### config.mk
export PLATFORM = sky130hd
export DESIGN_NAME = loop_filter
export DESIGN_NICKNAME = d
export VERILOG_FILES = /design/src/rtl/loop_filter.sv
export SDC_FILE = /design/constraint.sdc
export NUM_CORES = 1
export LEC_CHECK = 0
export CELL_PAD_IN_SITES_DETAIL_PLACEMENT = 1
export CELL_PAD_IN_SITES_GLOBAL_PLACEMENT = 2
export CORE_UTILIZATION = 44
export DETAILED_ROUTE_END_ITERATION = 8
export DONT_BUFFER_PORTS = 1
export HOLD_SLACK_MARGIN = 0.15
export PLACE_DENSITY_LB_ADDON = 0.1
export SYNTH_ARGS = -nofsm -noshare
export SYNTH_HDL_FRONTEND = slang
export SYNTH_SLANG_ARGS = --single-unit
### constraint.sdc
create_clock -name fpga_clk_i -period 6.9 [get_ports fpga_clk_i]
set_input_delay 1.38 -clock fpga_clk_i [delete_from_list [all_inputs] [get_ports fpga_clk_i]]
set_output_delay 1.38 -clock fpga_clk_i [all_outputs]
set_load 0.05 [all_outputs]
### src/rtl/loop_filter.sv
// loop_filter: proportional-integral loop filter for a digital PLL.
//
// A phase-error sample strobed by pd_valid_i walks a three-state pipeline:
// IDLE captures the error, INTEG accumulates it into a saturating integrator,
// and SUM forms CENTER + (err >>> KP_SHIFT) + (integ >>> KI_SHIFT). The result
// is clamped to the unsigned output range and registered as the DCO control word.
//
// Optional feature: define LOOP_FILTER_LOCK_DETECT_EN to build the lock detector.
// Without it, lock_o is tied low and no lock counter exists.
//
// Ports:
//   fpga_clk_i        single clock, rising edge
//   reset_i           asynchronous active-low reset
//   pd_clock_cycles_i signed phase error (WIDTH bits)
//   pd_valid_i        one-cycle strobe for a new phase-error sample
//   hold_i            freezes the integrator during INTEG
//   ctrl_word_o       registered unsigned DCO tuning word (OUT_WIDTH bits)
//   ctrl_valid_o      one-cycle strobe on each ctrl_word_o update
//   sat_o             last update clamped the integrator or the output
//   overrun_o         one-cycle pulse when a sample is dropped (FSM busy)
//   lock_o            loop-locked indicator
module loop_filter #(
  parameter int                  WIDTH      = 20,
  parameter int                  OUT_WIDTH  = 24,
  parameter int                  INT_WIDTH  = 32,
  parameter int                  KP_SHIFT   = 2,
  parameter int                  KI_SHIFT   = 4,
  parameter logic [OUT_WIDTH-1:0] CENTER    = 24'h800000,
  parameter int                  LOCK_TOL   = 4,
  parameter int                  LOCK_COUNT = 16
) (
  input  logic                 fpga_clk_i,
  input  logic                 reset_i,
  input  logic [WIDTH-1:0]     pd_clock_cycles_i,
  input  logic                 pd_valid_i,
  input  logic                 hold_i,
  output logic [OUT_WIDTH-1:0] ctrl_word_o,
  output logic                 ctrl_valid_o,
  output logic                 sat_o,
  output logic                 overrun_o,
  output logic                 lock_o
);

  localparam logic [1:0] ST_IDLE  = 2'd0;
  localparam logic [1:0] ST_INTEG = 2'd1;
  localparam logic [1:0] ST_SUM   = 2'd2;

  // Output sum width: integrator plus headroom for the centre and P terms.
  localparam int SW = INT_WIDTH + 2;

  logic [1:0]                  state_q;
  logic [WIDTH-1:0]            err_q;
  logic signed [INT_WIDTH-1:0] integ_q;
  logic                        integ_sat_q;
  logic [OUT_WIDTH-1:0]        ctrl_word_q;
  logic                        ctrl_valid_q;
  logic                        sat_q;
  logic                        overrun_q;

  // Integrator update with symmetric saturation.
  logic signed [INT_WIDTH-1:0] err_ext;
  logic signed [INT_WIDTH:0]   integ_sum;
  logic signed [INT_WIDTH-1:0] integ_next;
  logic                        integ_clamp;

  assign err_ext   = {{(INT_WIDTH-WIDTH){err_q[WIDTH-1]}}, err_q};
  assign integ_sum = {integ_q[INT_WIDTH-1], integ_q} + {err_ext[INT_WIDTH-1], err_ext};

  always_comb begin
    integ_clamp = 1'b0;
    integ_next  = integ_sum[INT_WIDTH-1:0];
    // The two top bits disagree only on overflow; the top bit gives the true sign.
    if (integ_sum[INT_WIDTH] != integ_sum[INT_WIDTH-1]) begin
      integ_clamp = 1'b1;
      integ_next  = integ_sum[INT_WIDTH] ? {1'b1, {(INT_WIDTH-1){1'b0}}}
                                         : {1'b0, {(INT_WIDTH-1){1'b1}}};
    end
  end

  // Output sum: CENTER + P + I, clamped into [0, 2^OUT_WIDTH-1].
  logic signed [SW-1:0]  err_wide;
  logic signed [SW-1:0]  integ_wide;
  logic signed [SW-1:0]  center_wide;
  logic signed [SW-1:0]  out_sum;
  logic [OUT_WIDTH-1:0]  out_word;
  logic                  out_clamp;

  assign err_wide    = {{(SW-WIDTH){err_q[WIDTH-1]}}, err_q};
  assign integ_wide  = {{2{integ_q[INT_WIDTH-1]}}, integ_q};
  assign center_wide = {{(SW-OUT_WIDTH){1'b0}}, CENTER};
  assign out_sum     = center_wide + (err_wide >>> KP_SHIFT) + (integ_wide >>> KI_SHIFT);

  always_comb begin
    out_clamp = 1'b0;
    out_word  = out_sum[OUT_WIDTH-1:0];
    if (out_sum[SW-1]) begin
      out_clamp = 1'b1;
      out_word  = '0;
    end else if (|out_sum[SW-2:OUT_WIDTH]) begin
      out_clamp = 1'b1;
      out_word  = '1;
    end
  end

  always_ff @(posedge fpga_clk_i or negedge reset_i) begin
    if (!reset_i) begin
      state_q      <= ST_IDLE;
      err_q        <= '0;
      integ_q      <= '0;
      integ_sat_q  <= 1'b0;
      ctrl_word_q  <= CENTER;
      ctrl_valid_q <= 1'b0;
      sat_q        <= 1'b0;
      overrun_q    <= 1'b0;
    end else begin
      ctrl_valid_q <= 1'b0;
      // A strobe arriving while busy is dropped and flagged on the next cycle.
      overrun_q    <= pd_valid_i && (state_q != ST_IDLE);
      case (state_q)
        ST_IDLE: begin
          if (pd_valid_i) begin
            err_q   <= pd_clock_cycles_i;
            state_q <= ST_INTEG;
          end
        end
        ST_INTEG: begin
          if (hold_i) begin
            integ_sat_q <= 1'b0;
          end else begin
            integ_q     <= integ_next;
            integ_sat_q <= integ_clamp;
          end
          state_q <= ST_SUM;
        end
        ST_SUM: begin
          ctrl_word_q  <= out_word;
          ctrl_valid_q <= 1'b1;
          sat_q        <= integ_sat_q | out_clamp;
          state_q      <= ST_IDLE;
        end
        default: state_q <= ST_IDLE;
      endcase
    end
  end

  assign ctrl_word_o  = ctrl_word_q;
  assign ctrl_valid_o = ctrl_valid_q;
  assign sat_o        = sat_q;
  assign overrun_o    = overrun_q;

`ifdef LOOP_FILTER_LOCK_DETECT_EN
  localparam int CW = $clog2(LOCK_COUNT + 1);
  localparam logic [CW-1:0]    LOCK_MAX = CW'(LOCK_COUNT);
  localparam logic [WIDTH-1:0] TOL      = WIDTH'(LOCK_TOL);

  logic [CW-1:0]    lock_cnt_q;
  logic [CW-1:0]    lock_cnt_d;
  logic             lock_q;
  logic [WIDTH-1:0] err_abs;

  // Unsigned magnitude; the most negative input maps to 2^(WIDTH-1) exactly.
  assign err_abs = err_q[WIDTH-1] ? (~err_q + WIDTH'(1)) : err_q;

  always_comb begin
    lock_cnt_d = '0;
    if (err_abs <= TOL) begin
      lock_cnt_d = (lock_cnt_q == LOCK_MAX) ? lock_cnt_q : lock_cnt_q + CW'(1);
    end
  end

  // Updated at the SUM edge so lock_o changes in the ctrl_valid_o cycle.
  always_ff @(posedge fpga_clk_i or negedge reset_i) begin
    if (!reset_i) begin
      lock_cnt_q <= '0;
      lock_q     <= 1'b0;
    end else if (state_q == ST_SUM) begin
      lock_cnt_q <= lock_cnt_d;
      lock_q     <= (lock_cnt_d == LOCK_MAX);
    end
  end

  assign lock_o = lock_q;
`else
  assign lock_o = 1'b0;
`endif

endmodule

; After elaboration in Yosys (flattened, before gate mapping)
; Index checks and enable logic that the tools add are counted.
[totals]
regBits = 82
out_inout_bits = 28
elab_cells = 34
[classes]
add_sub_neg = 3
eq_ne = 4
muxes = 11
bitwise = 2
reduce_logical = 6
[ops]
columns = cell, count
row1 = two-way mux 32 bit, 2
row2 = two-way mux 24 bit, 2
row3 = adder 32 x 20 -> 33 bit, 1
row4 = adder 26 x 28 -> 29 bit, 1
row5 = adder 25 x 18 -> 26 bit (first input constant), 1
row6 = OR reduction 9 bit, 1
row7 = two-way mux 1 bit, 5
row8 = one-hot mux 2 bit (2 select lines), 1
row9 = AND reduction 2 bit, 2
row10 = equality test 2 x 1 -> 1 bit (second input constant), 1
row11 = equality test 2 bit (second input constant), 1
row12 = logical NOT 2 bit, 1
row13 = two-way mux 2 bit, 1
row14 = != test 2 bit (second input constant), 1
row15 = nonzero test 2 bit, 1
row16 = logical AND 1 bit, 1
row17 = != test 1 bit, 1
row18 = inverter 1 bit, 1
row19 = bitwise OR 1 bit, 1

; Depth between registers and ports, before layout
; Gate-level depths: netlist of the first run.
[depth]
depth_word = 6
depth_mapped = 15
mapped_depth_nobuf = 13

; Worst setup path after synthesis of the first run
; OpenSTA, ideal clock, no wires.
[synth_path]
path_kind = reg-to-reg
startpoint = reg err_q[19]
endpoint = reg ctrl_word_q[10], in the netlist ctrl_word_o[10]
setup_ps = 123
t_arrival_ps = 3702
required_time_ps = 6777
path_slack_ps = 3075
path_stages_with_launch = 16
synth_period_minus_slack_ps = 3825
path_cell_list = dfrtp_1 > inv_1 > ha_1 > clkbuf_1 > inv_1 > ha_1 > inv_1 > nand2_1 > a21o_1 > a2111oi_0 > a221o_1 > nand4_1 > or4_1 > buf_2 > buf_6 > o221a_1
[synth_between]
elab_chain_cells = 5
[synth_rtl]
columns = item, line
row1 = "start, declared", 52  ; logic [WIDTH-1:0] err_q;
row2 = "start signal, assigned", 122  ; err_q <= pd_clock_cycles_i;
row3 = adder 25 x 18 -> 26 bit *, 91  ; assign out_sum = center_wide + (err_wide >>> KP_SHIFT) + (integ_wide >>> KI_SHIFT);
row4 = adder 26 x 28 -> 29 bit *, 91
row5 = OR reduction 9 bit, 99  ; end else if (|out_sum[SW-2:OUT_WIDTH]) begin
row6 = two-way mux 24 bit, 99
row7 = two-way mux 24 bit *, 96  ; if (out_sum[SW-1]) begin
row8 = "end signal, assigned", 136  ; ctrl_word_q <= out_word;
row9 = "end, declared", 55  ; logic [OUT_WIDTH-1:0] ctrl_word_q;
; Every way passes the cells marked *; elsewhere a longest branch is shown, timed or not.
; A chain may end at the register's enable or synchronous reset.

; Worst setup path after layout of the first run
[layout_path]
startpoint = reg err_q[19]
endpoint = reg sat_q, in the netlist sat_o
[layout_between]
elab_chain_cells = 6
[layout_rtl]
columns = item, line
row1 = adder 25 x 18 -> 26 bit *, 91
row2 = adder 26 x 28 -> 29 bit *, 91
row3 = OR reduction 9 bit, 99
row4 = two-way mux 1 bit, 99
row5 = two-way mux 1 bit *, 96
row6 = bitwise OR 1 bit *, 138  ; sat_q <= integ_sat_q | out_clamp;
row7 = "end signal, assigned", 138
row8 = "end, declared", 57  ; logic sat_q;
; Marks and branches as above.

==> impl_metrics.json, run 1 <==
{
  "status": "finished with violations",
  "violations": "DRC",
  "grt_use_total_pct": 25.2,
  "crit_required_ns": 7.13,
  "ctsHoldBuffers": 0,
  "clock_latency_ns": 0.35,
  "grt_pass1_vias": 5679,
  "clock_path_buffers": 2,
  "ys_types": 72,
  "post-route-cell-area_sq_mm": 0.00718,
  "finalCriticalPeriod_ns": 4.74,
  "critPathBufInv": 1,
  "clkTransAtPathRegs_ns": 0.06,
  "clockRootBuffer": "clkbuf_16",
  "hold_viol": 0,
  "syn_area_sq_mm": 0.00672,
  "slowest_delay_ns": 0.85,
  "top_level_ports": 52,
  "synth_edf_count": 0,
  "drc": 10,
  "core_area_sq_mm": 0.0147,
  "place_area_sq_mm": 0.00684,
  "cts_buffers": 9,
  "crit_type": "flop to flop",
  "synth.avg_cell_area_sq_um": 9.06,
  "reg2regPathDepth": 11,
  "end_kind": "flop",
  "holdPathStages": 2,
  "rrSetupSlack_ns": 2.16,
  "setup-tns-final_ns": 0,
  "r2r_end": "sat_o$_DFFE_PN0P_",
  "hold_slack_ns": 0.486,
  "numPortBuffers": 0,
  "route.detailed.wl_per_inst_um": 20.5,
  "hold_path_class": "flop to flop",
  "fin_crit_sh_pct": 68.7,
  "num_vias": 5449,
  "cts_setup_buffers": 0,
  "ys.flop_type": "dfrtp_1",
  "vias_per_cell": 5.97,
  "htreeDepth": 3,
  "dp_hpwl_um": 14700,
  "crit_arrival_ns": 4.96,
  "max_freq_ghz": 0.211,
  "setup_viol": 0,
  "firstDrtPassIters": 7,
  "worst_hold_path.endpoint": "integ_q[3]$_DFFE_PN0P_",
  "multi_input_area_sq_mm": 0.00439,
  "post_route_cells_drive_above_1_share_pct": 7.96,
  "crit_path_start": "err_q[19]$_DFFE_PN0P_",
  "yosysSeqAreaShare_pct": 30.6,
  "startpoint_type": "flop",
  "path_cells": "inv_1, fa_1, nor2b_1, o21ai_0, nand2_1, a21o_1, a2111oi_0, a221o_1, nand4_1, or4_1, o32a_1",
  "slowest_stage": "dfrtp_1",
  "crit_family": "compound AO/OA/AOI/OAI gates",
  "clock-sinks": 82,
  "synth_top_area_share_pct": 30.2,
  "maxCapViolCount": 0,
  "maxSlewViolCount": 0,
  "async_flop_share_pct": 100,
  "fillCellCount": 1707,
  "areaGrowthSynthToFinish_pct": 6.95,
  "antenna_found_initial": 0,
  "relSlewSlack_pct": 30.2,
  "seq_area_sq_mm": 0.00205,
  "drtIter0Drc": 263,
  "gp_congestion": 0.851,
  "synth_area_leaders": "dfrtp_1 30%, ha_1 14%, o21ai_0 4.8%",
  "die_w_um": 126,
  "rsz0062_at_grt": "false",
  "synth_fp_nets": 852,
  "fin_nets": 835,
  "yosys.area.top_type": "dfrtp_1",
  "floorplan.rows": 44,
  "gr-total-overflow": 0,
  "dieArea_sq_mm": 0.0158,
  "n_antenna_cell": 0,
  "reg2reg_from": "err_q[19]$_DFFE_PN0P_",
  "skew_ns": 0.00899,
  "dp_slack_ns": 2.24,
  "die_h_um": 126,
  "antenna_left": 0,
  "grt_max_degree": 83,
  "cts_tree": "done",
  "grt_pass1_wl_um": 31000,
  "ys_ff_latch": 82,
  "min_from": "integ_q[3]$_DFFE_PN0P_",
  "start_util_pct": 45.7,
  "cts_resized": 0,
  "syn-instance-count": 741,
  "worstPathMaxFanout": 25,
  "ys_warn_count": 0,
  "finalWirelength_um": 18700,
  "finalWorstSetupSlack_ns": 2.16,
  "worst_pin_slew_ns": 1.04
}
## worst min-delay path, cell delays in order, from the launching register on
cell,delay [ns]
dfrtp_1,0.34
nand2_1,0.05
o21ai_0,0.06
## area by class of cell
type,count,area share [%]
clock buffers,10,3.19
clock inverters,6,1.59
inverters,35,1.83
multi-input cells,591,61.1
flip-flops and latches,82,28.6
well taps,184,3.21
repair buffers,5,0.523
## placed cells by master (no fill, tap or decap), drive strengths merged, types with 7 or more instances in the layout
cell type	instances
mux2	19
nor3	9
ha	77
nor2	52
o21ai	64
a211oi	9
clkbuf	10
a21o	10
o221a	24
o21a	8
nand4	7
xnor2	26
inv	36
nand2	81
a21oi	51
nand2b	10
fa	10
xor2	22
nand3	14
a31oi	9
dfrtp	81
## how the worst max path moves through the flow
stage                                  end  slack, ns  cells after the start
2_1_floorplan  ctrl_word_o[10]$_DFFE_PN0P_       3.08                     15
3_3_place_gp             sat_o$_DFFE_PN0P_       2.42                     11
3_5_place_dp             sat_o$_DFFE_PN0P_       2.24                     11
4_1_cts                  sat_o$_DFFE_PN0P_       2.21                     11
5_1_grt                  sat_o$_DFFE_PN0P_       1.96                     11
6_report                 sat_o$_DFFE_PN0P_       2.16                     11
## synth_stat cells (3+ instances only)
master and n:
a2111oi_0 4, a211oi_1 9, a21o_1 10, a21oi_1 51, a221o_1 3, a22oi_1 3
a31o_2 3, a31oi_1 9, a41oi_1 3, and3_1 4, and4_1 3, buf_6 3
clkbuf_1 28, dfrtp_1 81, fa_1 10, ha_1 77, inv_1 35, maj3_1 4
mux2_2 19, nand2_1 80, nand2b_1 10, nand3_1 14, nand4_1 7, nor2_1 52
nor2b_1 5, nor3_1 9, o211ai_1 5, o21a_1 8, o21ai_0 64, o21bai_1 5
o221a_1 20, o221a_2 4, o31ai_1 4, xnor2_1 26, xor2_1 22
## stage by stage
step	util, %	std cells
floorplan	-	741
global placement	46.5	897
detailed placement	46.5	897
CTS	48.9	913
global route	48.9	913
finish	48.9	913
## cells by family (layout without fill, tap and decap cells)
kind of cell               Yosys count  count (layout)  share of synthesized area, %
buffers and inverters               68              56                          4.21
adders and majority gates           91              91                          17.9
DFF                                 82              82                          30.6
muxes                               20              20                          3.33
AOI/OAI and AO/OA                  226             226                          23.2
xor gates and xnor gates            48              48                          6.26
other                                1               1                        0.0558
and+or+nand+nor                    205             205                          14.5
## registers in the layout, indices dropped and copies added, names as in the netlist
register / flops
ctrl_valid_o: 1
ctrl_word_o: 24
err_q: 20
integ_q: 32
integ_sat_q: 1
overrun_o: 1
sat_o: 1
state_q: 2
## per-layer routing
metal	track usage (%)	wire length, um	up-vias
li1	-	-	2679
met1	36.9	9750	2645
met3	3.81	567	21
met2	38.5	8120	104
met5	0	0	-
met4	6.17	268	0
Power of run 1 is not shown: default switching activity piles up to over one toggle a cycle in this logic, so the estimate is an artifact.
==> inputs of run 2 (changes only) <==
--- a/config.mk
+++ b/config.mk
@@ -7,7 +7,7 @@
 export LEC_CHECK = 0
 export CELL_PAD_IN_SITES_DETAIL_PLACEMENT = 1
 export CELL_PAD_IN_SITES_GLOBAL_PLACEMENT = 2
-export CORE_UTILIZATION = 44
+export CORE_UTILIZATION = 37
 export DETAILED_ROUTE_END_ITERATION = 8
 export DONT_BUFFER_PORTS = 1
 export HOLD_SLACK_MARGIN = 0.15
==> constraint.sdc (replaced) <==
create_clock -name fpga_clk_i -period 4.2 [get_ports fpga_clk_i]
set_input_delay 0.84 -clock fpga_clk_i [delete_from_list [all_inputs] [get_ports fpga_clk_i]]
set_output_delay 0.84 -clock fpga_clk_i [all_outputs]
set_load 0.05 [all_outputs]
==> run 2 against run 1 <==
  * The run now ends clean
  * Cell area up 1.6%
  * Clock skew up 0.0011 ns
  * Via count up 1.5%
  * Setup slack worse by 1.9 ns
  * Count of clock-buffer cells in the layout fell by 1
  * Final cell count up 5.9%
  * Worst hold slack worse by 0.31 ns
  * Sequential cell count did not move
  * Maximum frequency up 20%
==> impl_metrics.json, run 2 (synthesis results as in run 1) <==
{
  "largest_reg_flops": 32,
  "startpoint_type": "flop",
  "dp_hpwl_um": 15700,
  "grt_pass1_wl_um": 31800,
  "finalWirelength_um": 19600,
  "reg2reg_from": "err_q[15]$_DFFE_PN0P_",
  "end_kind": "flop",
  "antenna_found_initial": 0,
  "hold_viol": 0,
  "grt_max_degree": 83,
  "ctsHoldBuffers": 0,
  "fin_nets": 848,
  "drtIter0Drc": 267,
  "n_antenna_cell": 0,
  "htreeDepth": 3,
  "clkTransAtPathRegs_ns": 0.07,
  "core_area_sq_mm": 0.0175,
  "maxCapViolCount": 0,
  "fin_crit_sh_pct": 94.2,
  "start_util_pct": 38.3,
  "post_route_cells_drive_above_1_share_pct": 9.97,
  "setup-tns-final_ns": 0,
  "clockRootBuffer": "clkbuf_16",
  "clock_path_buffers": 2,
  "num_vias": 5532,
  "die_w_um": 137,
  "rsz0062_at_grt": "false",
  "reg2regPathDepth": 12,
  "cts_tree": "done",
  "cts_setup_buffers": 0,
  "areaGrowthSynthToFinish_pct": 8.63,
  "final_cell_mix": "80 x nand2_1, 80 x dfrtp_1, 76 x ha_1",
  "crit_end": "sat_o$_DFFE_PN0P_",
  "crit_type": "flop to flop",
  "r2r_end": "sat_o$_DFFE_PN0P_",
  "largest_register": "integ_q",
  "final_util_pct": 41.6,
  "crit_required_ns": 4.43,
  "setup_viol": 0,
  "crit_arrival_ns": 4.19,
  "floorplan.rows": 48,
  "vias_per_cell": 5.72,
  "dieArea_sq_mm": 0.0187,
  "worst_pin_slew_ns": 0.937,
  "route.detailed.wl_per_inst_um": 20.2,
  "top_level_ports": 52,
  "clock_latency_ns": 0.36,
  "clock-sinks": 82,
  "grt_pass1_vias": 5792,
  "skew_ns": 0.0101,
  "relSlewSlack_pct": 37.5,
  "max_freq_ghz": 0.253,
  "finalCriticalPeriod_ns": 3.96,
  "maxSlewViolCount": 0,
  "antenna_left": 0,
  "worstPathMaxFanout": 25,
  "gp_congestion": 0.872,
  "die_h_um": 137,
  "hold_path_class": "primary input to async pin",
  "cts_buffers": 9,
  "gr-total-overflow": 0,
  "drc": 0,
  "status": "complete, no violations",
  "numPortBuffers": 0,
  "grt_use_total_pct": 22.4,
  "firstDrtPassIters": 4,
  "crit_path_start": "err_q[15]$_DFFE_PN0P_",
  "rrSetupSlack_ns": 0.24
}
run 2: cell types whose count changed in the layout (fill, tap and decap cells not counted):
cell        change
bufinv_16       -2
buf_4          +13
clkbuf_1        -1
dfrtp_1         -1
dfrtp_2         +1
ha_2            +1
clkinvlp_4      +2
ha_1            -1
inv_6           +1
run 2: layer usage:
metal / up-vias / track usage (%) / routed length, um
met1: 2726 / 32.8 / 10300
met5: - / 0 / 0
met3: 24 / 3.59 / 613
li1: 2700 / - / -
met4: 0 / 6.17 / 274
met2: 82 / 33.7 / 8350
run 2: worst max-delay path, cell delays in order, from the launching register on:
cell      delay [ns]
dfrtp_1         0.44
ha_1            0.32
ha_1            0.38
a21oi_1         0.27
nor2_1          0.07
a211oi_1        0.25
o21ai_0         0.13
a221o_1         0.44
a31oi_1         0.33
mux2i_1         0.15
or4_1           0.52
buf_4           0.23
o32a_1          0.31
run 2: how the worst min path moves through the flow:
stage                                      end  slack (ns)
CTS                 ctrl_word_o[4]$_DFFE_PN0P_        0.16
floorplan               integ_q[0]$_DFFE_PN0P_        0.45
global placement        integ_q[0]$_DFFE_PN0P_        0.47
detailed placement      integ_q[2]$_DFFE_PN0P_        0.50
finish              ctrl_word_o[3]$_DFFE_PN0P_        0.18
global route        ctrl_word_o[4]$_DFFE_PN0P_        0.16
run 2: through the flow:
stage	cell area (sq um)	hold WS (ns)	setup slack, ns	cells
finish	7300	0.177	0.242	967
CTS	7290	0.161	0.177	967
floorplan	6720	0.454	0.375	741
global placement	6990	0.470	0.254	951
detailed placement	6990	0.498	0.198	951
global route	7300	0.155	0.0412	967
run 2: cell type report:
| class | count | area, sq um |
|---|---|---|
| clock buffer | 9 | 225 |
| fill | 2046 | 10200 |
| inverter | 35 | 131 |
| tap | 225 | 282 |
| timing repair buffer | 18 | 135 |
| clock inverter | 7 | 77.6 |
| multi-input combinational | 591 | 4390 |
| sequential | 82 | 2050 |
run 2: timing repair:
action	CTS	global route
endpoints found under the hold margin	0	0
gates resized for setup	0	2
setup endpoints to repair	0	16
Power of run 2 is left out for the same reason.
